[config.mk]
export PLATFORM = sky130hd
export DESIGN_NAME = ad9958_write_sequencer
export DESIGN_NICKNAME = d
export VERILOG_FILES = /design/src/rtl/ad9958_pkg.sv /design/src/rtl/ad9958_nibble_packer.sv /design/src/rtl/ad9958_write_sequencer.sv
export SDC_FILE = /design/constraint.sdc
export NUM_CORES = 1
export LEC_CHECK = 0
export CAP_MARGIN = 20
export CORE_UTILIZATION = 50
export DETAILED_ROUTE_END_ITERATION = 6
export GPL_TIMING_DRIVEN = 0
export PLACE_DENSITY = 0.77
export SLEW_MARGIN = 30
export SYNTH_ARGS = -nofsm -noshare
export SYNTH_HDL_FRONTEND = slang
export SYNTH_SLANG_ARGS = --single-unit
export TNS_END_PERCENT = 50
[constraint.sdc]
create_clock -name clock -period 4 [get_ports clock]
set_clock_uncertainty 0.15 [all_clocks]
set_input_delay 1.2 -clock clock [delete_from_list [all_inputs] [get_ports clock]]
set_output_delay 1.2 -clock clock [all_outputs]
set_load 0.05 [all_outputs]
[src/rtl/ad9958_pkg.sv]
// rtl/ad9958_pkg.sv - shared types, register map and sizing helpers for the AD9958 write sequencer
package ad9958_pkg;

    typedef enum logic [2:0] {
        ST_IDLE     = 3'd0,
        ST_CSR_LOAD = 3'd1,
        ST_CSR_WAIT = 3'd2,
        ST_REG_LOAD = 3'd3,
        ST_REG_WAIT = 3'd4,
        ST_UPDATE   = 3'd5
    } seq_state_t;

    localparam logic [4:0] ADDR_CSR  = 5'h00;
    localparam logic [4:0] ADDR_FR1  = 5'h01;
    localparam logic [4:0] ADDR_FR2  = 5'h02;
    localparam logic [4:0] ADDR_CFR  = 5'h03;
    localparam logic [4:0] ADDR_CFTW = 5'h04;
    localparam logic [4:0] ADDR_CPOW = 5'h05;
    localparam logic [4:0] ADDR_ACR  = 5'h06;
    localparam logic [4:0] ADDR_LSRR = 5'h07;
    localparam logic [4:0] ADDR_RDW  = 5'h08;
    localparam logic [4:0] ADDR_LAST = 5'h18;

    // CSR low bits: 4-bit serial I/O mode, MSB-first
    localparam logic [5:0] CSR_MODE_BITS = 6'b000_11_0;

    // Zero marks an address outside the register map
    function automatic logic [2:0] addr_byte_count(input logic [4:0] addr);
        logic [2:0] n;
        case (addr)
            ADDR_CSR:  n = 3'd1;
            ADDR_FR1:  n = 3'd3;
            ADDR_FR2:  n = 3'd2;
            ADDR_CFR:  n = 3'd3;
            ADDR_CFTW: n = 3'd4;
            ADDR_CPOW: n = 3'd2;
            ADDR_ACR:  n = 3'd3;
            ADDR_LSRR: n = 3'd2;
            default:   n = (addr >= ADDR_RDW && addr <= ADDR_LAST) ? 3'd4 : 3'd0;
        endcase
        return n;
    endfunction

    function automatic logic is_global_addr(input logic [4:0] addr);
        return addr <= ADDR_FR2;
    endfunction

    function automatic logic [31:0] csr_word(input logic [1:0] chan);
        return {24'h000000, chan, CSR_MODE_BITS};
    endfunction

endpackage

[src/rtl/ad9958_nibble_packer.sv]
// rtl/ad9958_nibble_packer.sv - packs instruction byte plus N data bytes into the 4-bit SPI nibble word
module ad9958_nibble_packer
    import ad9958_pkg::*;
(
    input  logic [4:0]  addr,
    input  logic [31:0] data,
    input  logic [2:0]  nbytes,
    output logic [63:0] spi_data,
    output logic [4:0]  spi_packs
);

    logic [5:0]  shift_amt;
    logic [31:0] aligned;

    always_comb begin
        // Left-justify the N live bytes so unused upper bytes fall off and tail bytes read as zero
        shift_amt = {3'd4 - nbytes, 3'b000};
        aligned   = data << shift_amt;

        spi_data      = '0;
        spi_data[3:0] = {3'b000, addr[4]};
        spi_data[7:4] = addr[3:0];
        for (int i = 0; i < 4; i++) begin
            spi_data[8*i+8  +: 4] = aligned[31-8*i -: 4];
            spi_data[8*i+12 +: 4] = aligned[27-8*i -: 4];
        end
        spi_packs = 5'd2 + {1'b0, nbytes, 1'b0};
    end

endmodule

[src/rtl/ad9958_write_sequencer.sv]
// rtl/ad9958_write_sequencer.sv - turns register write requests into CSR/register SPI transfers and IO_UPDATE pulses
module ad9958_write_sequencer
    import ad9958_pkg::*;
#(
    parameter int IO_UPDATE_CYCLES = 4,
    parameter int BUSY_TIMEOUT     = 15
) (
    input  logic        clock,
    input  logic        reset,
    input  logic        req_valid,
    output logic        req_ready,
    input  logic [4:0]  req_addr,
    input  logic [31:0] req_data,
    input  logic [1:0]  req_chan,
    input  logic        req_update,
    output logic        done,
    output logic        err,
    output logic        spi_trigger,
    input  logic        spi_busy,
    output logic [4:0]  spi_packs,
    output logic [63:0] spi_data,
    output logic        io_update,
    output logic [1:0]  cur_chan
);

    localparam int TMR_W = (BUSY_TIMEOUT > 1) ? $clog2(BUSY_TIMEOUT) : 1;
    localparam int UPD_W = (IO_UPDATE_CYCLES > 1) ? $clog2(IO_UPDATE_CYCLES) : 1;
    localparam logic [TMR_W-1:0] TMR_LAST = TMR_W'(BUSY_TIMEOUT - 1);
    localparam logic [UPD_W-1:0] UPD_LAST = UPD_W'(IO_UPDATE_CYCLES - 1);

    seq_state_t        state, state_next;
    logic [4:0]        cap_addr, cap_addr_next;
    logic [31:0]       cap_data, cap_data_next;
    logic [1:0]        cap_chan, cap_chan_next;
    logic              cap_update, cap_update_next;
    logic [63:0]       spi_data_r, spi_data_next;
    logic [4:0]        spi_packs_r, spi_packs_next;
    logic [1:0]        cur_chan_r, cur_chan_next;
    logic              csr_known, csr_known_next;
    logic              busy_seen, busy_seen_next;
    logic [TMR_W-1:0]  tmr, tmr_next;
    logic [UPD_W-1:0]  upd_cnt, upd_next;
    logic              done_r, done_next;
    logic              err_r, err_next;

    logic [4:0]        pk_addr;
    logic [31:0]       pk_data;
    logic [63:0]       reg_pk_data, csr_pk_data;
    logic [4:0]        reg_pk_packs, csr_pk_packs;

    // In IDLE the register word is packed straight from the request so it can be loaded on accept
    assign pk_addr = (state == ST_IDLE) ? req_addr : cap_addr;
    assign pk_data = (state == ST_IDLE) ? req_data : cap_data;

    ad9958_nibble_packer u_reg_packer (
        .addr      (pk_addr),
        .data      (pk_data),
        .nbytes    (addr_byte_count(pk_addr)),
        .spi_data  (reg_pk_data),
        .spi_packs (reg_pk_packs)
    );

    ad9958_nibble_packer u_csr_packer (
        .addr      (ADDR_CSR),
        .data      (csr_word(req_chan)),
        .nbytes    (3'd1),
        .spi_data  (csr_pk_data),
        .spi_packs (csr_pk_packs)
    );

    always_ff @(posedge clock) begin
        if (reset) begin
            state       <= ST_IDLE;
            cap_addr    <= '0;
            cap_data    <= '0;
            cap_chan    <= '0;
            cap_update  <= 1'b0;
            spi_data_r  <= '0;
            spi_packs_r <= '0;
            cur_chan_r  <= '0;
            csr_known   <= 1'b0;
            busy_seen   <= 1'b0;
            tmr         <= '0;
            upd_cnt     <= '0;
            done_r      <= 1'b0;
            err_r       <= 1'b0;
        end else begin
            state       <= state_next;
            cap_addr    <= cap_addr_next;
            cap_data    <= cap_data_next;
            cap_chan    <= cap_chan_next;
            cap_update  <= cap_update_next;
            spi_data_r  <= spi_data_next;
            spi_packs_r <= spi_packs_next;
            cur_chan_r  <= cur_chan_next;
            csr_known   <= csr_known_next;
            busy_seen   <= busy_seen_next;
            tmr         <= tmr_next;
            upd_cnt     <= upd_next;
            done_r      <= done_next;
            err_r       <= err_next;
        end
    end

    always_comb begin
        state_next      = state;
        cap_addr_next   = cap_addr;
        cap_data_next   = cap_data;
        cap_chan_next   = cap_chan;
        cap_update_next = cap_update;
        spi_data_next   = spi_data_r;
        spi_packs_next  = spi_packs_r;
        cur_chan_next   = cur_chan_r;
        csr_known_next  = csr_known;
        busy_seen_next  = busy_seen;
        tmr_next        = tmr;
        upd_next        = upd_cnt;
        done_next       = 1'b0;
        err_next        = 1'b0;
        req_ready       = 1'b0;
        spi_trigger     = 1'b0;
        io_update       = 1'b0;

        unique case (state)
            ST_IDLE: begin
                req_ready = 1'b1;
                if (req_valid) begin
                    cap_addr_next   = req_addr;
                    cap_data_next   = req_data;
                    cap_chan_next   = req_chan;
                    cap_update_next = req_update;
                    if (addr_byte_count(req_addr) == 3'd0) begin
                        err_next = 1'b1;
                    end else if (!is_global_addr(req_addr) &&
                                 (!csr_known || req_chan != cur_chan_r)) begin
                        state_next     = ST_CSR_LOAD;
                        spi_data_next  = csr_pk_data;
                        spi_packs_next = csr_pk_packs;
                    end else begin
                        state_next     = ST_REG_LOAD;
                        spi_data_next  = reg_pk_data;
                        spi_packs_next = reg_pk_packs;
                    end
                end
            end

            // Hold off the trigger while the engine still reports busy
            ST_CSR_LOAD, ST_REG_LOAD: begin
                if (!spi_busy) begin
                    spi_trigger    = 1'b1;
                    state_next     = (state == ST_CSR_LOAD) ? ST_CSR_WAIT : ST_REG_WAIT;
                    busy_seen_next = 1'b0;
                    tmr_next       = '0;
                end
            end

            ST_CSR_WAIT, ST_REG_WAIT: begin
                if (!busy_seen) begin
                    if (spi_busy) begin
                        busy_seen_next = 1'b1;
                    end else if (tmr == TMR_LAST) begin
                        // Device CSR contents are unknown after an aborted transfer
                        err_next       = 1'b1;
                        csr_known_next = 1'b0;
                        state_next     = ST_IDLE;
                    end else begin
                        tmr_next = tmr + 1'b1;
                    end
                end else if (!spi_busy) begin
                    if (state == ST_CSR_WAIT) begin
                        cur_chan_next  = cap_chan;
                        csr_known_next = 1'b1;
                        state_next     = ST_REG_LOAD;
                        spi_data_next  = reg_pk_data;
                        spi_packs_next = reg_pk_packs;
                    end else begin
                        if (cap_addr == ADDR_CSR) begin
                            cur_chan_next  = cap_data[7:6];
                            csr_known_next = 1'b1;
                        end
                        if (cap_update) begin
                            state_next = ST_UPDATE;
                            upd_next   = '0;
                        end else begin
                            done_next  = 1'b1;
                            state_next = ST_IDLE;
                        end
                    end
                end
            end

            ST_UPDATE: begin
                io_update = 1'b1;
                if (upd_cnt == UPD_LAST) begin
                    done_next  = 1'b1;
                    state_next = ST_IDLE;
                end else begin
                    upd_next = upd_cnt + 1'b1;
                end
            end

            default: state_next = ST_IDLE;
        endcase
    end

    assign done      = done_r;
    assign err       = err_r;
    assign spi_data  = spi_data_r;
    assign spi_packs = spi_packs_r;
    assign cur_chan  = cur_chan_r;

endmodule

==> flow_metrics.env, run 1 <==
export IMPL_track_usage_pct=28.0
export IMPL_gr_total_overflow=0
export IMPL_clock_insertion_delay_worst_skew_ns=0.37
export IMPL_htreeDepth=3
export IMPL_width_of_the_die_um=103
export IMPL_nNetsFinal=786
export IMPL_clock_sinks=96
export IMPL_highest_clock_rate_mhz=254
export IMPL_period_minus_slack_ns=3.93
export IMPL_core_rowCount=36
export IMPL_ant_nets=0
export IMPL_floorplan_die_height_um=103
export IMPL_cts_tree="done"
export IMPL_first_global_vias=4456
export IMPL_insertedDiodeCount=0
export IMPL_relSlewSlack_pct=47.3
export IMPL_synthToLayoutAreaGrowth_pct=28.2
export IMPL_cts_hold_fix_buffers=0
export IMPL_post_route_cells_drive_above_1_share_pct=14.0
export IMPL_cts_made_buffers=9
export IMPL_run_status="completed"
export IMPL_yosys_register_bits=96
export IMPL_synthCells=608
export IMPL_root_buffer="sky130_fd_sc_hd__clkbuf_8"
export IMPL_total_power_mw=3.85
export IMPL_yosys_top_cells_area="sky130_fd_sc_hd__dfxtp_1 (38%), sky130_fd_sc_hd__nand2_1 (10%), sky130_fd_sc_hd__mux2i_1 (9.3%)"
export IMPL_timing_hold_violations_final=0
export IMPL_worstSetupPathType="input port to output port"
export IMPL_startpoint_type_of_the_worst_setup_path="input port"
export IMPL_drc_errors=0
export IMPL_antenna_found_initial=0
export IMPL_yosysTopAreaCellShare_pct=38.0
export IMPL_max_cap_violations=0
export IMPL_grt_max_degree=16
export IMPL_final_max_slew_viol_count=0
export IMPL_post_synth_top_area_cell="sky130_fd_sc_hd__dfxtp_1"
export IMPL_boundaryPins=120
export IMPL_min_delay_path_class="register to register"
export IMPL_cts_reportedPaths_clkPinSlew_ns=0.09
export IMPL_place_ws_ns=-1.01
export IMPL_holdWs_ns=0.311
export IMPL_worstPathMaxFanout=8
export IMPL_routed_wire_length_per_instance_um=16.7
export IMPL_synth_async_sr_flop_share_pct=0
export IMPL_count_of_tritonroute_iterations_in_the_first_routing_pass=5
export IMPL_layout_cells_most_common_list="sky130_fd_sc_hd__nand2_1 (141), sky130_fd_sc_hd__dfxtp_1 (96), sky130_fd_sc_hd__clkdlybuf4s50_1 (88), sky130_fd_sc_hd__a21oi_1 (62), sky130_fd_sc_hd__mux2i_1 (47)"
export IMPL_layout_commonest_cell="sky130_fd_sc_hd__nand2_1"
export IMPL_setup_violations=0
export IMPL_dominantRegCellSynth="sky130_fd_sc_hd__dfxtp_1"
export IMPL_layout_core_utilization_pct=66.4
export IMPL_clock_tree_buffer_depth=2
export IMPL_critical_path_arrival_ns=2.58
export IMPL_start_util_pct=51.8
export IMPL_finalWorstSetupSlack_ns=0.0679
export IMPL_postSynthAreaPerCell_um2=8.32
export IMPL_dp_hpwl_um=10800
export IMPL_critPathRequiredTime_ns=2.65
export IMPL_num_fill_cells=844
export IMPL_place_gp_congestion=0.888
export IMPL_crit_path_end_kind="output port"
export IMPL_floorplan_die_area_mm2=0.0105
export IMPL_setup_tns_final_ns=0
export IMPL_drtIter0Drc=339
export IMPL_drt_total_wl_um=14600
export IMPL_total_leakage_power_nw=2.65
export IMPL_grt_pass1_wl_um=22400
export IMPL_worstMarginPinSlew_ns=0.782
export IMPL_cellPowerDensity_mw_per_mm2=593
export IMPL_share_of_the_cycle_needed_by_the_critical_path_after_routing_pct=98.3
export IMPL_ys_warn_count=0
export IMPL_vias=4843
export IMPL_port_buffers=90
export IMPL_core_area_mm2=0.00977
export IMPL_grt_setup_unrepaired="no"
export IMPL_vdd_ir_drop_worst_v=0.000268
export IMPL_vias_per_cell=5.54
export IMPL_ys_seq_area_share_pct=38.0
export IMPL_netlist_area_mm2=0.00506
export IMPL_synth_enable_flop_cells=0
export IMPL_synth_cell_type_count=59
==> Yosys cell counts, types with 3 or more instances <==
cell,instances
sky130_fd_sc_hd__xor2_1,6
sky130_fd_sc_hd__nand4_1,3
sky130_fd_sc_hd__inv_1,5
sky130_fd_sc_hd__nor3b_1,3
sky130_fd_sc_hd__a31oi_1,10
sky130_fd_sc_hd__o22ai_1,4
sky130_fd_sc_hd__mux2_2,11
sky130_fd_sc_hd__nor2_1,21
sky130_fd_sc_hd__buf_6,4
sky130_fd_sc_hd__nand2b_1,4
sky130_fd_sc_hd__buf_1,3
sky130_fd_sc_hd__buf_2,9
sky130_fd_sc_hd__a311oi_1,5
sky130_fd_sc_hd__nand2_1,141
sky130_fd_sc_hd__nor2b_1,3
sky130_fd_sc_hd__ha_1,5
sky130_fd_sc_hd__or2_1,3
sky130_fd_sc_hd__and2_1,3
sky130_fd_sc_hd__xnor2_1,7
sky130_fd_sc_hd__buf_4,32
sky130_fd_sc_hd__dfxtp_1,96
sky130_fd_sc_hd__a21oi_1,62
sky130_fd_sc_hd__o21ai_0,23
sky130_fd_sc_hd__a22o_1,12
sky130_fd_sc_hd__nand3_1,3
sky130_fd_sc_hd__o21ai_2,8
sky130_fd_sc_hd__mux2i_1,47
sky130_fd_sc_hd__a32o_1,4
sky130_fd_sc_hd__nor3_1,17
sky130_fd_sc_hd__clkbuf_1,21
==> layout make-up <==
cell class                 count  area [um2]  share of cell area [%]
buffer                        68         423                    6.52
clock buffer                  11         151                    2.33
clock inverter                 4        53.8                   0.829
inverter                       6        23.8                   0.366
multi-input combinational    464        2830                    43.7
sequential                    96        1920                    29.6
tap                          133         166                    2.56
timing repair buffer          92         916                    14.1
==> critical path: stages <==
cell	delay [ns]
sky130_fd_sc_hd__clkdlybuf4s50_1	0.59
sky130_fd_sc_hd__nor3b_4	0.37
sky130_fd_sc_hd__clkdlybuf4s15_2	0.42
==> cell families after synthesis <==
group	share of synthesized area [%]
AO/OA/AOI/OAI	18.0
XOR/XNOR	2.57
adder cells (fa/ha/maj)	1.24
buffers and inverters	8.78
flip-flops	38.0
multiplexers	12.2
other	0.0741
AND/OR/NAND/NOR	19.2
==> per-stage QoR <==
step	cell area, um2	instances
global placement	6230	858
global route	6490	874
CTS	6460	874
floorplan	5160	635
finish	6490	874
detailed placement	6230	858
==> repair_timing <==
item                                    4_1_cts  5_1_grt
setup buffers                                 2        0
pin swaps                                     2        0
resized for setup                            10        6
endpoints found under the setup margin       35       19
==> final timing paths <==
path                        to          from  cells after the start  slack (ns)
setup reg to reg  spi_data[11]      state[2]                     10        0.84
hold / removal    spi_data[28]  spi_data[28]                      2        0.31
setup / recovery   spi_trigger      spi_busy                      3        0.07
hold reg to reg   spi_data[28]  spi_data[28]                      2        0.31
==> registers in the layout (all words and copies together), names as in the netlist <==
name,flops
busy_seen,1
err,1
spi_data,37
csr_known,1
spi_packs,4
done,1
upd_cnt,2
cap_update,1
cur_chan,2
state,3
tmr,4
cap_chan,2
cap_data,32
cap_addr,5
==> power breakdown <==
part	internal, mW	leakage (nW)	switching, mW
clock	0.321	0.0976	0.350
sequential	1.06	0.781	0.0823
combinational	0.757	1.77	1.28
==> per-layer routing <==
metal / global-route usage [%] / share of wire [%] / routed length [um]
met4: 13.8 / 3.2 / 464
met1: 35.0 / 41 / 5950
met2: 47.2 / 48 / 7050
met5: 2.88 / 0.23 / 34
met3: 3.93 / 7.3 / 1070
No activity file was read; power rests on OpenSTA's default activity.
==> run 2: changes to the inputs <==
- GPL_ROUTABILITY_DRIVEN: unset -> 0
- SKIP_LAST_GASP: unset -> 1
==> flow_metrics.env, run 2 (synthesized netlist as in run 1, its figures left out) <==
export IMPL_clock_tree_buffer_depth=2
export IMPL_width_of_the_die_um=103
export IMPL_grt_pass1_wl_um=22900
export IMPL_core_rowCount=36
export IMPL_critical_path_max_stage_delay_ns=0.56
export IMPL_wl_met1_um=5880
export IMPL_dp_hpwl_um=10900
export IMPL_cts_hold_fix_buffers=0
export IMPL_cts_tree="done"
export IMPL_highest_clock_rate_mhz=252
export IMPL_vdd_ir_drop_worst_v=0.000309
export IMPL_finalWorstSetupSlack_ns=0.0285
export IMPL_vias_per_cell=5.52
export IMPL_holdWs_ns=0.309
export IMPL_synthToLayoutAreaGrowth_pct=27.7
export IMPL_worstSetupPathType="input port to output port"
export IMPL_crit_path_end_kind="output port"
export IMPL_cts_made_buffers=9
export IMPL_cellPowerDensity_mw_per_mm2=585
export IMPL_timing_critical_path_from="spi_busy"
export IMPL_worstHoldStart="spi_data[30]"
export IMPL_timing_critical_path_depth=3
export IMPL_hold_depth=2
export IMPL_post_route_cells_drive_above_1_share_pct=13.8
export IMPL_met3_wirelength_um=1020
export IMPL_crit_path_top_delay_cell="sky130_fd_sc_hd__clkdlybuf4s50_1"
export IMPL_drc_errors=0
export IMPL_relSlewSlack_pct=48.0
export IMPL_final_max_slew_viol_count=0
export IMPL_timing_reg2reg_setup_slack_ns=0.87
export IMPL_clock_sinks=96
export IMPL_layout_cells_most_common_list="sky130_fd_sc_hd__nand2_1 (141), sky130_fd_sc_hd__dfxtp_1 (96), sky130_fd_sc_hd__clkdlybuf4s50_1 (88), sky130_fd_sc_hd__a21oi_1 (62), sky130_fd_sc_hd__mux2i_1 (47)"
export IMPL_place_ws_ns=-1.04
export IMPL_insertedDiodeCount=0
export IMPL_nNetsFinal=785
export IMPL_cp_num_buf_inv=2
export IMPL_placed_area_mm2=0.00623
export IMPL_vias=4825
export IMPL_routed_wire_length_per_instance_um=16.3
export IMPL_total_leakage_power_nw=2.64
export IMPL_max_cap_violations=0
export IMPL_worstSetupEndpoint="spi_trigger"
export IMPL_worst_r2r_cell_count=10
export IMPL_startpoint_type_of_the_worst_setup_path="input port"
export IMPL_setup_tns_final_ns=0
export IMPL_worstReg2RegEnd="spi_data[23]"
export IMPL_finished_cell_area_mm2=0.00646
export IMPL_critical_path_arrival_ns=2.62
export IMPL_run_status="completed"
export IMPL_cts_reportedPaths_clkPinSlew_ns=0.09
export IMPL_clock_insertion_delay_worst_skew_ns=0.37
export IMPL_setup_violations=0
export IMPL_floorplan_die_area_mm2=0.0105
export IMPL_grt_setup_unrepaired="yes"
export IMPL_share_of_the_cycle_needed_by_the_critical_path_after_routing_pct=99.3
export IMPL_critPathRequiredTime_ns=2.65
export IMPL_worstPathMaxFanout=8
export IMPL_first_global_vias=4625
export IMPL_timing_hold_violations_final=0
export IMPL_num_fill_cells=838
export IMPL_boundaryPins=120
export IMPL_rr_startpoint="state[2]"
export IMPL_cpLargestDelayFamily="buffers and inverters"
export IMPL_period_minus_slack_ns=3.97
export IMPL_max_reg_flops=37
export IMPL_min_delay_path_class="register to register"
export IMPL_top_sig_layer="met4"
export IMPL_ant_nets=0
export IMPL_core_area_mm2=0.00977
export IMPL_start_util_pct=51.8
export IMPL_gr_total_overflow=0
export IMPL_track_usage_pct=28.6
export IMPL_count_of_tritonroute_iterations_in_the_first_routing_pass=5
export IMPL_floorplan_die_height_um=103
export IMPL_antenna_found_initial=0
export IMPL_htreeDepth=3
export IMPL_port_buffers=90
export IMPL_drt_total_wl_um=14300
export IMPL_layout_commonest_cell="sky130_fd_sc_hd__nand2_1"
export IMPL_critical_path_cell_chain="clkdlybuf4s50_1 -> nor3b_2 -> clkdlybuf4s15_2"
export IMPL_grt_max_degree=17
export IMPL_root_buffer="sky130_fd_sc_hd__clkbuf_8"
export IMPL_met2RoutedLength_um=6980
export IMPL_worstMarginPinSlew_ns=0.775
export IMPL_drtIter0Drc=315
run 2: cell types whose count changed in the layout (fill, tap and decap cells not counted):
| cell | previous run | this run |
|---|---|---|
| sky130_fd_sc_hd__clkbuf_8 | 11 | 9 |
| sky130_fd_sc_hd__clkbuf_1 | 18 | 19 |
| sky130_fd_sc_hd__clkinv_4 | 1 | 0 |
| sky130_fd_sc_hd__buf_2 | 11 | 9 |
| sky130_fd_sc_hd__clkinv_2 | 1 | 2 |
| sky130_fd_sc_hd__xnor2_2 | 2 | 1 |
| sky130_fd_sc_hd__nor3b_4 | 1 | 0 |
| sky130_fd_sc_hd__nor3b_2 | 1 | 2 |
| sky130_fd_sc_hd__inv_6 | 0 | 2 |
| sky130_fd_sc_hd__xnor2_1 | 6 | 7 |
| sky130_fd_sc_hd__clkbuf_4 | 1 | 2 |
run 2: tightest hold or removal path, cell delays in order, from the launching register on:
cell and delay, ns:
sky130_fd_sc_hd__dfxtp_1 0.32, sky130_fd_sc_hd__nand2_1 0.06, sky130_fd_sc_hd__o21ai_2 0.04
run 2: worst min path at each step:
stage               slack, ns            to
finish                   0.31  spi_data[30]
global route             0.33   cap_chan[1]
CTS                      0.31  spi_data[30]
detailed placement       0.29  spi_data[30]
global placement         0.29  spi_data[15]
floorplan                0.29    upd_cnt[1]
run 2: layout make-up:
cell class	count	area, um2	area share, %
buffer	67	420	6.51
multi-input combinational	464	2820	43.6
tap	133	166	2.58
clock inverter	6	67.6	1.05
inverter	6	23.8	0.368
timing repair buffer	92	916	14.2
sequential	96	1920	29.7
clock buffer	10	128	1.97
run 2: per-stage QoR:
step                      std cells  utilization, %  power (mW)
after floorplan                 635               -        2.54
after detailed placement        858            63.7        3.07
after global routing            874            66.1        3.98
after global placement          858            63.7        3.04
after CTS                       875            66.0        3.73
final                           874            66.1        3.78
run 2: what timing repair did:
item                                    in CTS  in global routing
endpoints found under the setup margin      35                 11
pin swaps                                    2                  0
gates resized for setup                      9                  5
setup buffers                                2                  0
run 2: power by group:
part	total (mW)	internal, mW	switching [mW]
combinational	1.99	0.743	1.25
clock	0.644	0.293	0.351
sequential	1.14	1.06	0.0810
run 2: per-layer routing:
metal	GRT usage (%)	vias up
li1	-	2306
met1	34.7	2253
met2	49.3	234
met3	4.95	32
met4	13.2	0
met5	0	-
==> run 3: changes to the inputs <==
- CORE_MARGIN: unset -> 3
- CORE_UTILIZATION: 50 -> 30
- PLACE_DENSITY: 0.77 -> 0.5
- SKIP_LAST_GASP: 1 -> unset
==> flow_metrics.env, run 3 (synthesized netlist as in run 1, its figures left out) <==
export IMPL_worstPathMaxFanout=8
export IMPL_max_reg_flops=37
export IMPL_track_usage_pct=17.8
export IMPL_core_area_mm2=0.0162
export IMPL_clock_sinks=96
export IMPL_min_delay_path_class="register to register"
export IMPL_relSlewSlack_pct=48.6
export IMPL_count_of_tritonroute_iterations_in_the_first_routing_pass=5
export IMPL_share_of_the_cycle_needed_by_the_critical_path_after_routing_pct=97.6
export IMPL_final_max_slew_viol_count=0
export IMPL_port_buffers=90
export IMPL_antenna_found_initial=0
export IMPL_drc_errors=0
export IMPL_vias_per_cell=4.92
export IMPL_vias=4713
export IMPL_total_leakage_power_nw=2.72
export IMPL_start_util_pct=31.3
export IMPL_critical_path_arrival_ns=2.56
export IMPL_cts_made_buffers=9
export IMPL_insertedDiodeCount=0
export IMPL_max_cap_violations=0
export IMPL_seq_power_share_pct=27.6
export IMPL_cts_hold_fix_buffers=0
export IMPL_grt_pass1_wl_um=25200
export IMPL_nNetsFinal=785
export IMPL_run_status="completed"
export IMPL_routed_wire_length_per_instance_um=17.2
export IMPL_drtIter0Drc=294
export IMPL_netSwitchingPower_mw=1.79
export IMPL_crit_path_end_kind="output port"
export IMPL_first_global_vias=4594
export IMPL_worstSetupPathType="input port to output port"
export IMPL_cellPowerDensity_mw_per_mm2=617
export IMPL_holdWs_ns=0.305
export IMPL_vdd_ir_drop_worst_v=0.000297
export IMPL_internal_power_mw=2.36
export IMPL_core_rowCount=46
export IMPL_floorplan_die_area_mm2=0.0185
export IMPL_place_ws_ns=-1.12
export IMPL_clock_insertion_delay_worst_skew_ns=0.36
export IMPL_setup_violations=0
export IMPL_cts_tree="done"
export IMPL_dp_hpwl_um=12600
export IMPL_critPathRequiredTime_ns=2.65
export IMPL_root_buffer="sky130_fd_sc_hd__clkbuf_16"
export IMPL_p_sw_share_pct=43.1
export IMPL_finalWorstSetupSlack_ns=0.0949
export IMPL_power_combinational_fraction_pct=50.5
export IMPL_width_of_the_die_um=136
export IMPL_highest_clock_rate_mhz=256
export IMPL_startpoint_type_of_the_worst_setup_path="input port"
export IMPL_htreeDepth=3
export IMPL_worstMarginPinSlew_ns=0.763
export IMPL_grt_max_degree=20
export IMPL_layout_commonest_cell="sky130_fd_sc_hd__nand2_1"
export IMPL_synthToLayoutAreaGrowth_pct=32.9
export IMPL_timing_hold_violations_final=0
export IMPL_gr_total_overflow=0
export IMPL_boundaryPins=120
export IMPL_clock_tree_buffer_depth=2
export IMPL_post_route_cells_drive_above_1_share_pct=14.2
export IMPL_cts_reportedPaths_clkPinSlew_ns=0.07
export IMPL_layout_cells_most_common_list="sky130_fd_sc_hd__nand2_1 (141), sky130_fd_sc_hd__dfxtp_1 (96), sky130_fd_sc_hd__clkdlybuf4s50_1 (86), sky130_fd_sc_hd__a21oi_1 (62), sky130_fd_sc_hd__mux2i_1 (47)"
export IMPL_drt_total_wl_um=16400
export IMPL_p_clk_share_pct=22.0
export IMPL_ant_nets=0
export IMPL_floorplan_die_height_um=136
export IMPL_period_minus_slack_ns=3.91
[run 3: cell types whose count changed in the layout (fill, tap and decap cells not counted), sizes merged]
cell,previous run,this run
clkinvlp,2,0
clkinv,2,1
clkdlybuf4s50,88,86
dlymetal6s2s,0,2
clkbuf,30,33
[run 3: path summary, 6_finish.rpt]
path | startpoint | endpoint | slack, ns | cells after the start
worst max-delay path | spi_busy | spi_trigger | 0.09 | 3
worst min-delay path | cap_data[4] | cap_data[4] | 0.31 | 2
worst max register to register | state[2] | spi_data[22] | 0.88 | 10
worst min register to register | cap_data[4] | cap_data[4] | 0.31 | 2
[run 3: per-layer routing]
layer / global-route usage, % / up-vias / routed length (um)
met4: 4.70 / 0 / 277
met3: 4.15 / 19 / 869
li1: - / 2317 / -
met5: 0 / - / 0
met1: 22.7 / 2241 / 7450
met2: 30.2 / 136 / 7820
[run 3: stage by stage]
| step | utilization (%) | cell area [um2] | power, mW | TNS (ns) | cells |
|---|---|---|---|---|---|
| after global placement | 39.2 | 6330 | 3.13 | -28.10 | 941 |
| after CTS | 41.2 | 6670 | 4.09 | 0 | 957 |
| after detailed placement | 39.2 | 6330 | 3.16 | -29.68 | 941 |
| after global routing | 41.6 | 6720 | 4.37 | -0.00146 | 957 |
| after floorplan | - | 5160 | 2.54 | 0 | 635 |
| final | 41.6 | 6720 | 4.15 | 0 | 957 |
[run 3: worst max-delay path, cell delays in order]
cell                              delay [ns]
sky130_fd_sc_hd__clkdlybuf4s50_1        0.57
sky130_fd_sc_hd__nor3b_4                0.36
sky130_fd_sc_hd__clkdlybuf4s15_2        0.42
[run 3: layout make-up]
| cell class | count | area [um2] |
|---|---|---|
| fillers | 1626 | 9450 |
| multi-input cells | 464 | 2860 |
| flip-flops and latches | 96 | 1920 |
| repair buffers | 92 | 921 |
| plain buffers | 67 | 420 |
| well taps | 216 | 270 |
| clock buffers | 13 | 260 |
| clock inverters | 3 | 47.5 |
| inverters | 6 | 23.8 |
[run 3: power groups by stage]
stage	Sequential, mW	Clock, mW	Combinational [mW]
6_report	1.14	0.910	2.09
3_3_place_gp	1.16	0	1.97
3_5_place_dp	1.16	0	1.99
4_1_cts	1.14	0.928	2.02
2_1_floorplan	1.26	0	1.28
5_1_grt	1.16	0.963	2.25
[run 3: timing repair]
action                     CTS  global route
setup endpoints to repair   35            34
buffers inserted             2             0
gates resized for setup     10            11
pin swaps                    2             0
